### src/rtl/dmem_pkg.sv
// Shared encodings and constants for the data-memory arbiter.
package dmem_pkg;
   localparam int         ADDR_W_DEF   = 12;
   localparam int         BYTE_OFF_DEF = 2;
   localparam logic [3:0] BE_FULL      = 4'hF;

   typedef enum logic [1:0] {
      IDLE   = 2'd0,
      RMW_RD = 2'd1,
      RMW_WR = 2'd2
   } state_t;
endpackage

### src/rtl/dmem_be_merge.sv
// Byte-lane merge for partial stores: lane i takes wdata when be[i] is set, else keeps the old word.
module dmem_be_merge (
   input  logic [31:0] i_old_word,
   input  logic [31:0] i_wdata,
   input  logic [3:0]  i_be,
   output logic [31:0] o_merged
);
   always_comb begin
      o_merged = i_old_word;
      for (int i = 0; i < 4; i++) begin
         if (i_be[i]) o_merged[8*i +: 8] = i_wdata[8*i +: 8];
      end
   end
endmodule

### src/rtl/dmem_arbiter.sv
// Two-requester arbiter/sequencer for DATA_MEM with read-modify-write for partial stores.
// Build option: DMEM_ARB_RR_EN selects round-robin arbitration instead of fixed r0 priority.
//
//   state  | meaning
//   IDLE   | arbitrate; loads, full stores and be=0 stores complete here
//   RMW_RD | read the old word at the captured index
//   RMW_WR | write the merged word, respond next cycle
module dmem_arbiter
   import dmem_pkg::*;
#(
   parameter int ADDR_W   = ADDR_W_DEF,
   parameter int BYTE_OFF = BYTE_OFF_DEF
) (
   input  logic        clk,
   input  logic        rst_n,
   input  logic        r0_valid,
   output logic        r0_ready,
   input  logic        r0_we,
   input  logic [31:0] r0_addr,
   input  logic [31:0] r0_wdata,
   input  logic [3:0]  r0_be,
   output logic        r0_rsp_valid,
   output logic [31:0] r0_rdata,
   input  logic        r1_valid,
   output logic        r1_ready,
   input  logic        r1_we,
   input  logic [31:0] r1_addr,
   input  logic [31:0] r1_wdata,
   input  logic [3:0]  r1_be,
   output logic        r1_rsp_valid,
   output logic [31:0] r1_rdata,
   output logic        mem_write_en,
   output logic [31:0] mem_write_addr,
   output logic [31:0] mem_write_data,
   output logic [31:0] mem_read_addr,
   input  logic [31:0] mem_read_data
);
   state_t              r_state, w_state_nxt;
   logic                w_idle, w_gnt0, w_gnt1, w_gnt;
   logic [ADDR_W-1:0]   w_idx0, w_idx1, w_sel_idx, r_idx;
   logic                w_sel_we;
   logic [31:0]         w_sel_wdata, w_merged;
   logic [3:0]          w_sel_be;
   logic                r_id;
   logic [31:0]         r_wdata, r_old, r_rdata0, r_rdata1;
   logic [3:0]          r_be;
   logic [1:0]          r_rsp;
   logic                w_unused;

   assign w_idx0   = r0_addr[BYTE_OFF+ADDR_W-1:BYTE_OFF];
   assign w_idx1   = r1_addr[BYTE_OFF+ADDR_W-1:BYTE_OFF];
   assign w_unused = ^{r0_addr[31:BYTE_OFF+ADDR_W], r0_addr[BYTE_OFF-1:0],
                       r1_addr[31:BYTE_OFF+ADDR_W], r1_addr[BYTE_OFF-1:0]};

   // Grants are held off while reset is asserted so every output reads 0 in reset.
   assign w_idle = (r_state == IDLE) && rst_n;

`ifdef DMEM_ARB_RR_EN
   logic r_prio;  // 0: r0 wins a tie, 1: r1 wins a tie

   always_comb begin
      if (!r_prio) begin
         w_gnt0 = w_idle && r0_valid;
         w_gnt1 = w_idle && r1_valid && !r0_valid;
      end else begin
         w_gnt1 = w_idle && r1_valid;
         w_gnt0 = w_idle && r0_valid && !r1_valid;
      end
   end

   always_ff @(posedge clk or negedge rst_n) begin
      if (!rst_n)     r_prio <= 1'b0;
      else if (w_gnt) r_prio <= ~w_gnt1;
   end
`else
   assign w_gnt0 = w_idle && r0_valid;
   assign w_gnt1 = w_idle && r1_valid && !r0_valid;
`endif

   assign w_gnt       = w_gnt0 || w_gnt1;
   assign r0_ready    = w_gnt0;
   assign r1_ready    = w_gnt1;
   assign w_sel_idx   = w_gnt1 ? w_idx1   : w_idx0;
   assign w_sel_we    = w_gnt1 ? r1_we    : r0_we;
   assign w_sel_wdata = w_gnt1 ? r1_wdata : r0_wdata;
   assign w_sel_be    = w_gnt1 ? r1_be    : r0_be;

   dmem_be_merge u_merge (
      .i_old_word (r_old),
      .i_wdata    (r_wdata),
      .i_be       (r_be),
      .o_merged   (w_merged)
   );

   always_ff @(posedge clk or negedge rst_n) begin
      if (!rst_n) r_state <= IDLE;
      else        r_state <= w_state_nxt;
   end

   always_comb begin
      w_state_nxt    = r_state;
      mem_write_en   = 1'b0;
      mem_write_addr = '0;
      mem_write_data = '0;
      mem_read_addr  = '0;
      case (r_state)
         IDLE: begin
            if (w_gnt) begin
               mem_read_addr = 32'(w_sel_idx);
               if (w_sel_we && w_sel_be == BE_FULL) begin
                  mem_write_en   = 1'b1;
                  mem_write_addr = 32'(w_sel_idx);
                  mem_write_data = w_sel_wdata;
               end else if (w_sel_we && w_sel_be != 4'h0) begin
                  w_state_nxt = RMW_RD;
               end
            end
         end
         RMW_RD: begin
            mem_read_addr = 32'(r_idx);
            w_state_nxt   = RMW_WR;
         end
         RMW_WR: begin
            mem_write_en   = 1'b1;
            mem_write_addr = 32'(r_idx);
            mem_write_data = w_merged;
            w_state_nxt    = IDLE;
         end
         default: w_state_nxt = IDLE;
      endcase
   end

   always_ff @(posedge clk or negedge rst_n) begin
      if (!rst_n) begin
         r_rsp    <= '0;
         r_rdata0 <= '0;
         r_rdata1 <= '0;
         r_id     <= 1'b0;
         r_idx    <= '0;
         r_wdata  <= '0;
         r_be     <= '0;
         r_old    <= '0;
      end else begin
         r_rsp <= '0;
         if (r_state == RMW_RD) r_old <= mem_read_data;
         if (r_state == RMW_WR) r_rsp[r_id] <= 1'b1;
         if (w_gnt) begin
            if (!w_sel_we) begin
               r_rsp[w_gnt1] <= 1'b1;
               if (w_gnt1) r_rdata1 <= mem_read_data;
               else        r_rdata0 <= mem_read_data;
            end else if (w_sel_be == BE_FULL || w_sel_be == 4'h0) begin
               r_rsp[w_gnt1] <= 1'b1;
            end else begin
               r_id    <= w_gnt1;
               r_idx   <= w_sel_idx;
               r_wdata <= w_sel_wdata;
               r_be    <= w_sel_be;
            end
         end
      end
   end

   assign r0_rsp_valid = r_rsp[0];
   assign r1_rsp_valid = r_rsp[1];
   assign r0_rdata     = r_rdata0;
   assign r1_rdata     = r_rdata1;
endmodule

### config.mk
export PLATFORM = sky130hd
export DESIGN_NAME = dmem_arbiter
export DESIGN_NICKNAME = d
export VERILOG_FILES = /design/src/rtl/dmem_pkg.sv /design/src/rtl/dmem_be_merge.sv /design/src/rtl/dmem_arbiter.sv
export SDC_FILE = /design/constraint.sdc
export NUM_CORES = 1
export LEC_CHECK = 0
export CAP_MARGIN = 40
export CORE_ASPECT_RATIO = 0.5
export CORE_MARGIN = 2
export CORE_UTILIZATION = 25
export DETAILED_ROUTE_END_ITERATION = 8
export PLACE_DENSITY = 0.57
export SETUP_SLACK_MARGIN = 0.05
export SLEW_MARGIN = 10
export SYNTH_ARGS = -nofsm -noshare
export SYNTH_HDL_FRONTEND = slang
export SYNTH_SLANG_ARGS = --single-unit
export TNS_END_PERCENT = 50
### constraint.sdc
create_clock -name clk -period 2.79 [get_ports clk]
set_input_delay 0.279 -clock clk [delete_from_list [all_inputs] [get_ports clk]]
set_output_delay 0.279 -clock clk [all_outputs]
set_load 0.1 [all_outputs]
==> results of run 1 <==
==> per-stage QoR <==
| step | TNS (ps) | hold WS [ps] | total power, mW | setup slack, ps | instance area, sq um |
|---|---|---|---|---|---|
| floorplan | -11290 | -16.59 | 6.751 | -470.8 | 7662 |
| global placement | 0 | 466.9 | 7.981 | 262.0 | 10890 |
| detailed placement | 0 | 480.7 | 8.056 | 234.8 | 10900 |
| CTS | 0 | 40.45 | 10.61 | 7.179 | 11570 |
| global route | 0 | 62.93 | 10.98 | 6.758 | 11830 |
| finish | 0 | -16.78 | 10.54 | 107.6 | 11830 |
==> registers in the layout (all words and copies together) (netlist names) <==
name      count
r0_rdata     32
r1_rdata     32
r_be          4
r_id          1
r_idx        12
r_old        32
r_rsp         2
r_state       2
r_wdata      32
==> how the worst min path moves through the flow <==
| stage | end | depth (start not counted) | from |
|---|---|---|---|
| after floorplan | r0_rdata[0]$_DFFE_PN0P_ | 0 | rst_n |
| after global placement | r_rsp[0]$_DFF_PN0_ | 1 | r_id$_DFFE_PN0P_ |
| after detailed placement | r1_rdata[4]$_DFFE_PN0P_ | 1 | r1_rdata[4]$_DFFE_PN0P_ |
| after CTS | r_be[2]$_DFFE_PN0P_ | 2 | rst_n |
| after global routing | r_wdata[10]$_DFFE_PN0P_ | 2 | rst_n |
| final | r_wdata[10]$_DFFE_PN0P_ | 2 | rst_n |
==> area by class of cell <==
type                            instances  area share, %
Inverter                               47          1.491
Clock inverter                          7         0.9729
Multi-Input combinational cell        361          30.25
Sequential cell                       149          31.53
Clock buffer                           25          4.442
Tap cell                              391          4.135
Timing Repair Buffer                  274          27.19
==> cells in the final DEF, fill, tap and decap left out, drive strengths merged, types with 2 or more instances in the layout <==
| master | count |
|---|---|
| dfrtp | 149 |
| buf | 142 |
| clkdlybuf4s50 | 132 |
| mux2i | 120 |
| mux2 | 104 |
| inv | 47 |
| o22ai | 44 |
| conb | 40 |
| clkbuf | 25 |
| nand2 | 16 |
| o21ai | 14 |
| bufinv | 3 |
| nand4 | 2 |
| nor2 | 2 |
| clkinvlp | 2 |
| clkinv | 2 |
| nand2b | 2 |
| nor2b | 2 |
| a21oi | 2 |
==> power by group through the flow <==
stage | logic (mW) | registers (mW) | clock network [mW]
6_report | 4.85 | 3.20 | 2.49
5_1_grt | 5.04 | 3.29 | 2.65
4_1_cts | 4.83 | 3.21 | 2.57
3_5_place_dp | 4.81 | 3.24 | 0
3_3_place_gp | 4.77 | 3.21 | 0
2_1_floorplan | 1.90 | 4.85 | 0
==> worst reg2reg max path, cell delays in order, from the launching register on <==
cell     delay, ps
dfrtp_2        460
or3b_4         440
nor4b_2        380
o21a_4         610
buf_12         300
mux2i_1        240
==> cell families (layout without fill, tap and decap cells) <==
kind of cell | Yosys count | count (layout)
compound gates | 66 | 66
buf+inv | 123 | 353
flops | 149 | 149
mux | 224 | 224
other cells | 1 | 40
simple gates | 31 | 31
==> repair_timing <==
action	CTS	global route
resized for setup	7	48
setup endpoints to repair	42	56
pin swaps	0	0
==> routing by layer <==
layer / track usage (%) / part of all wire, %
met5: 0 / 0
met4: 5.705 / 2.3
met3: 2.726 / 2.5
met2: 26.87 / 54
met1: 17.91 / 41
==> summary.txt, run 1 <==
Post-detailed-route via-to-cell ratio = 4.427
Placed Instances = 1222
Most frequent cell after synthesis = dfrtp_1
Clock Power Share = 23.6%
Wire length of the first global-routing pass = 34.84 mm
EDFF count, synth = 0
Initial antenna violation count = 0
RD Place Congestion = 0.7536
Actual slew at the worst max-slew pin = 841.9 ps
Simple-gate area share of the yosys netlist = 2.304%
Max Freq = 372.8 MHz
Outcome = complete, but fails checks
R2r setup slk = 290 ps
Residual overflow from global routing = 0
Proportion of netlist area held by the largest area contributor = 50.49%
# hold bufs at CTS = 0
CTS H-tree lvls = 4
Minimum hold slack = -16.78 ps
Violated checks = hold timing
Category of the most critical setup path = reg -> out
Biggest cell delay along the critical path = 460 ps
Share of total power in combinational logic = 46.0%
Antenna cells = 0
Fraction of registers with async set or reset after synthesis = 100.0%
Ports placed on the boundary = 339
Clock Path Buffers = 2
Logic depth of the worst register-to-register path = 5
Number of max-capacitance violations reported = 0
Global-route usage over all layers = 15.03%
Final setup violation count = 0
Internal power consumption = 5.821 mW
Wirelength per Cell = 18.31 um
TritonCTS buffer count = 17
Most Frequent Cell on Critical Path = buf_12
Synth cell count leaders = dfrtp_1, mux2i_1, mux2_2
Starting Density = 25.45%
Most used DFF post-synth = dfrtp_1
Area grow syn2layout = 60.22%
Buffers on Ports = 258
Largest family of logic cells by synthesized area = multiplexers
Worst max-slew margin expressed relative to the limit = 43.88%
Net count reported at finish = 1024
Skew final = 8.318 ps
Vias in the first global route = 5794
Net switching power figure = 4.721 mW
Share of layout cells above drive strength 1 = 40.56%
Critical Path RT = 2510 ps
Final routed wirelength across all metal layers = 22.96 mm
Worst setup path startpoint = r_state[1]$_DFFE_PN0P_
Min cycle time layout = 2682 ps
Power density cells = 891.0 nW/um^2
Static leakage = 5.012 nW
DR pass1 iterations = 4
Total stage count of the critical path = 6
Share of total power consumed by net switching = 44.79%
CP Buf/Inv Count = 2
Clock latency reported for the late side of the worst-skew pair = 440 ps
Final core area utilization = 40.78%
Xor and xnor fraction of the mapped netlist area = 0%
Cell Rows = 44
DIE AREA = 31010 sq um
Critical Path End Type = output port
Clock tree from TritonCTS = done
Initial detailed-routing violation count = 245
Flops & latches, synth = 149
CP Cell Sequence = or3b_4 -> nor3_4 -> o21ai_4 -> buf_12 -> o22ai_1 -> buf_12
Max Slew Vio Count = 0
Hold violation total from the final report = 13
Multi-input gate area = 3578 sq um
Kind of path behind the tightest hold check = in -> async
Fillers = 2685
Antenna Nets Post-Route = 0
Post-synthesis area per instance = 12.43 sq um
Clock root buffer master = clkbuf_16
Unrepaired setup endpoints after global routing = true
Synthesized instance count = 594
Seq/Total Area, Yosys = 50.49%
Clock Sinks = 149
Total number of vias = 5552
Total of warnings raised by yosys = 0
R2R Path End = r_wdata[31]$_DFFE_PN0P_
Post-route clock period utilization = 96.14%
Maximum number of pins on one net before global-route repair = 150
Arithmetic-cell share of the synthesized area counting full adders, half adders and majority gates = 0%
Ranking of synthesized cells by area = dfrtp_1, mux2i_1, mux2_2, buf_4, o22ai_1
CP Launch Type = flop
Maximum resistive drop on vdd = 0.0005137 V
Worst-path clk slew = 60 ps
Number of different library cells in the post-synthesis netlist = 35
Largest area contributor in the netlist = dfrtp_1
Kind of cell adding the most delay to the critical path = simple AND/OR/NAND/NOR gates
Peak fanout along the critical path = 23
Residual DRC = 0
Post-CTS setup-driven buffer insertion count = 0
CP max-delay cell = dfrtp_2
Std-Cell Core Area = 29010 sq um
Portion of netlist area occupied by mux cells = 32.33%
Floorplan die height = 125.5 um
Arrival time of the worst setup path = 2400 ps
Synthesized cell area = 7385 sq um
Flip-flop and latch area = 3730 sq um
Startpoint of the most critical register-to-register path = r_state[1]$_DFFE_PN0P_
End point of the critical path = mem_write_data[14]
Die width = 247.1 um
Sequential cell fraction of total power = 30.4%
Final cell count without fillers = 1254
Complex-gate fraction of the synthesized area = 5.524%
Post-DP HPWL = 16.53 mm
Power figures use the tool's default switching activity.
==> inputs of run 2 (changes only) <==
--- a/config.mk
+++ b/config.mk
@@ -7,7 +7,7 @@
 export LEC_CHECK = 0
 export CAP_MARGIN = 40
 export CORE_ASPECT_RATIO = 0.5
-export CORE_MARGIN = 2
+export CORE_MARGIN = 3
 export CORE_UTILIZATION = 25
 export DETAILED_ROUTE_END_ITERATION = 8
 export PLACE_DENSITY = 0.57
==> run 2 against run 1 <==
  * The run now ends clean
  * Count of clock-buffer cells in the layout is 5 lower
  * Power rose by 0.26%
  * Largest cell class unchanged
  * Sequential cell count unchanged
  * Critical path depth is 1 higher
  * Die area grew 2.4%
  * Clock power barely moved
  * Cell count fell by 0.48%
==> summary.txt, run 2 (same netlist as run 1, synthesis figures left out) <==
Outcome = completed
Wire length of the first global-routing pass = 35.63 mm (+2.3%)
Internal power consumption = 5.803 mW (-0.31%)
Antenna Nets Post-Route = 0 (unchanged)
Min cycle time layout = 2682 ps (-0.6560 ps)
Antenna cells = 0 (unchanged)
Residual DRC = 0 (unchanged)
Die width = 249.1 um (+0.81%)
Unrepaired setup endpoints after global routing = true
Power density cells = 890.2 nW/um^2 (about the same)
Clock Sinks = 149 (unchanged)
Buffers on Ports = 258 (unchanged)
TritonCTS buffer count = 17 (unchanged)
Residual overflow from global routing = 0 (unchanged)
Clock Path Buffers = 2 (unchanged)
Worst max-slew margin expressed relative to the limit = 49.82% (+5.9 points)
Post-route clock period utilization = 96.12% (about the same)
CP Launch Type = flop
Pre-CTS WS = 165.3 ps (-69.47 ps)
Clock Power Share = 23.5% (about the same)
Maximum resistive drop on vdd = 0.0004687 V (-8.8%)
Actual slew at the worst max-slew pin = 752.7 ps (-89.13 ps)
Share of layout cells above drive strength 1 = 40.53% (about the same)
Floorplan die height = 127.5 um (+1.6%)
Total number of vias = 5571 (+0.34%)
Maximum number of pins on one net before global-route repair = 53 (-65%)
DR pass1 iterations = 4 (unchanged)
Max Freq = 372.9 MHz (about the same)
Share of total power in combinational logic = 46.2% (+0.2 points)
Worst setup path startpoint = r_state[1]$_DFFE_PN0P_
RD Place Congestion = 0.7551 (+0.20%)
Vias in the first global route = 6035 (+4.2%)
Worst-path clk slew = 60 ps (about the same)
Arrival time of the worst setup path = 2400 ps (about the same)
Category of the most critical setup path = reg -> out
DIE AREA = 31760 sq um (+2.4%)
Global-route usage over all layers = 14.66% (-0.37 points)
Kind of path behind the tightest hold check = in -> async
Net switching power figure = 4.767 mW (+0.97%)
Max Slew Vio Count = 0 (unchanged)
Final cell count without fillers = 1248 (-0.48%)
Wirelength per Cell = 18.92 um (+3.3%)
Net count reported at finish = 1027 (+0.29%)
Clock latency reported for the late side of the worst-skew pair = 440 ps (about the same)
Critical Path RT = 2510 ps (about the same)
Minimum hold slack = 389.2 ps (+405.9 ps)
Placed Instances = 1214 (-0.65%)
Commonest cells after routing, fill and taps aside = dfrtp_1, clkdlybuf4s50_1, mux2i_1, mux2_2, buf_4
Post-DP HPWL = 17.67 mm (+6.9%)
Post-detailed-route via-to-cell ratio = 4.464 (+0.82%)
Startpoint of the most critical register-to-register path = r_state[0]$_DFFE_PN0P_
Post-CTS setup-driven buffer insertion count = 0 (unchanged)
Ports placed on the boundary = 339 (unchanged)
Std-Cell Core Area = 28350 sq um (-2.3%)
Final routed wirelength across all metal layers = 23.61 mm (+2.8%)
Number of max-capacitance violations reported = 0 (unchanged)
Final setup violation count = 0 (unchanged)
Fillers = 2614 (-2.6%)
Final worst-path setup slack = 108.3 ps (+0.6560 ps)
Critical Path End Type = output port
Starting Density = 26.04% (+0.59 points)
Area grow syn2layout = 60.79%
Initial detailed-routing violation count = 268 (+9.4%)
Skew final = 11.28 ps (+2.965 ps)
Static leakage = 5.026 nW (+0.28%)
CTS H-tree lvls = 4 (unchanged)
Hold violation total from the final report = 0 (-13)
Cell Rows = 43 (-2.3%)
Peak fanout along the critical path = 22 (-4.3%)
Clock root buffer master = clkbuf_16
Initial antenna violation count = 0 (unchanged)
Share of total power consumed by net switching = 45.10% (+0.31 points)
Sequential cell fraction of total power = 30.3% (about the same)
Most common cell after layout, fill and taps aside = dfrtp_1
Clock tree from TritonCTS = done
## run 2: changes by cell type in the layout (fill, tap and decap cells not counted), sizes merged
| cell | delta |
|---|---|
| bufinv | +1 |
| clkbuf | -4 |
| clkinvlp | +3 |
| buf | +1 |
| inv | +1 |
| dlygate4sd3 | +1 |
## run 2: worst paths after layout
kind / end / slack (ps) / cells past startpoint
setup / recovery: mem_write_data[13] / 110 / 7
min in group clk: r_id$_DFFE_PN0P_ / 430 / 4
setup reg to reg: r_wdata[21]$_DFFE_PN0P_ / 240 / 5
hold / removal: r_state[0]$_DFFE_PN0P_ / 390 / 3
max in group asynchronous: r0_rdata[21]$_DFFE_PN0P_ / 1400 / 5
hold reg to reg: r1_rdata[6]$_DFFE_PN0P_ / 490 / 1
## run 2: metrics by stage
stage          setup TNS (ps)  area (sq um)  utilization, %  total power [mW]
6_report                    0         11870           41.88             10.57
5_1_grt                -21.08         11870           41.88             11.01
4_1_cts                     0         11760           41.47             10.66
3_5_place_dp                0         10950           38.62             8.070
3_3_place_gp                0         10900           38.43             7.990
2_1_floorplan          -11290          7662               -             6.751
## run 2: per-layer routing
metal  track usage (%)  wire length (um)
met1             17.12              9705
met2             27.08             12750
met3             2.889               657
met4             5.041               493
met5                 0                 0
## run 2: layout make-up
type | count | area, sq um | share of cell area [%]
Tap cell | 382 | 478.0 | 4.025
Multi-Input combinational cell | 361 | 3537 | 29.79
Sequential cell | 149 | 3730 | 31.41
Clock buffer | 20 | 456.7 | 3.846
Clock inverter | 12 | 176.4 | 1.486
Timing Repair Buffer | 277 | 3319 | 27.96
Inverter | 47 | 176.4 | 1.486
## run 2: critical path: stages (launching register included)
cell	delay, ps
dfrtp_2	460
nor3b_4	250
nand2_1	120
inv_2	160
buf_12	220
mux2i_1	380
o22ai_2	150
buf_12	190
## run 2: power by group through the flow
| stage | clock (mW) | combinational, mW | sequential, mW |
|---|---|---|---|
| CTS | 2.56 | 4.90 | 3.21 |
| floorplan | 0 | 1.90 | 4.85 |
| detailed placement | 0 | 4.83 | 3.24 |
| global route | 2.64 | 5.07 | 3.29 |
| finish | 2.48 | 4.88 | 3.21 |
| global placement | 0 | 4.78 | 3.21 |
## run 2: timing repair
action / CTS / global route
cloned: 0 / 1
setup endpoints to repair: 42 / 49
hold buffers: 1 / 0
hold endpoints to repair: 24 / 0
resized for setup: 29 / 20
==> inputs of run 3 (changes only) <==
--- a/config.mk
+++ b/config.mk
@@ -9,6 +9,7 @@
 export CORE_ASPECT_RATIO = 0.5
 export CORE_MARGIN = 3
 export CORE_UTILIZATION = 25
+export CTS_CLUSTER_SIZE = 12
 export DETAILED_ROUTE_END_ITERATION = 8
 export PLACE_DENSITY = 0.57
 export SETUP_SLACK_MARGIN = 0.05
==> results of run 3 <==
Final layout, timing and power as in run 2 (identical DEF).
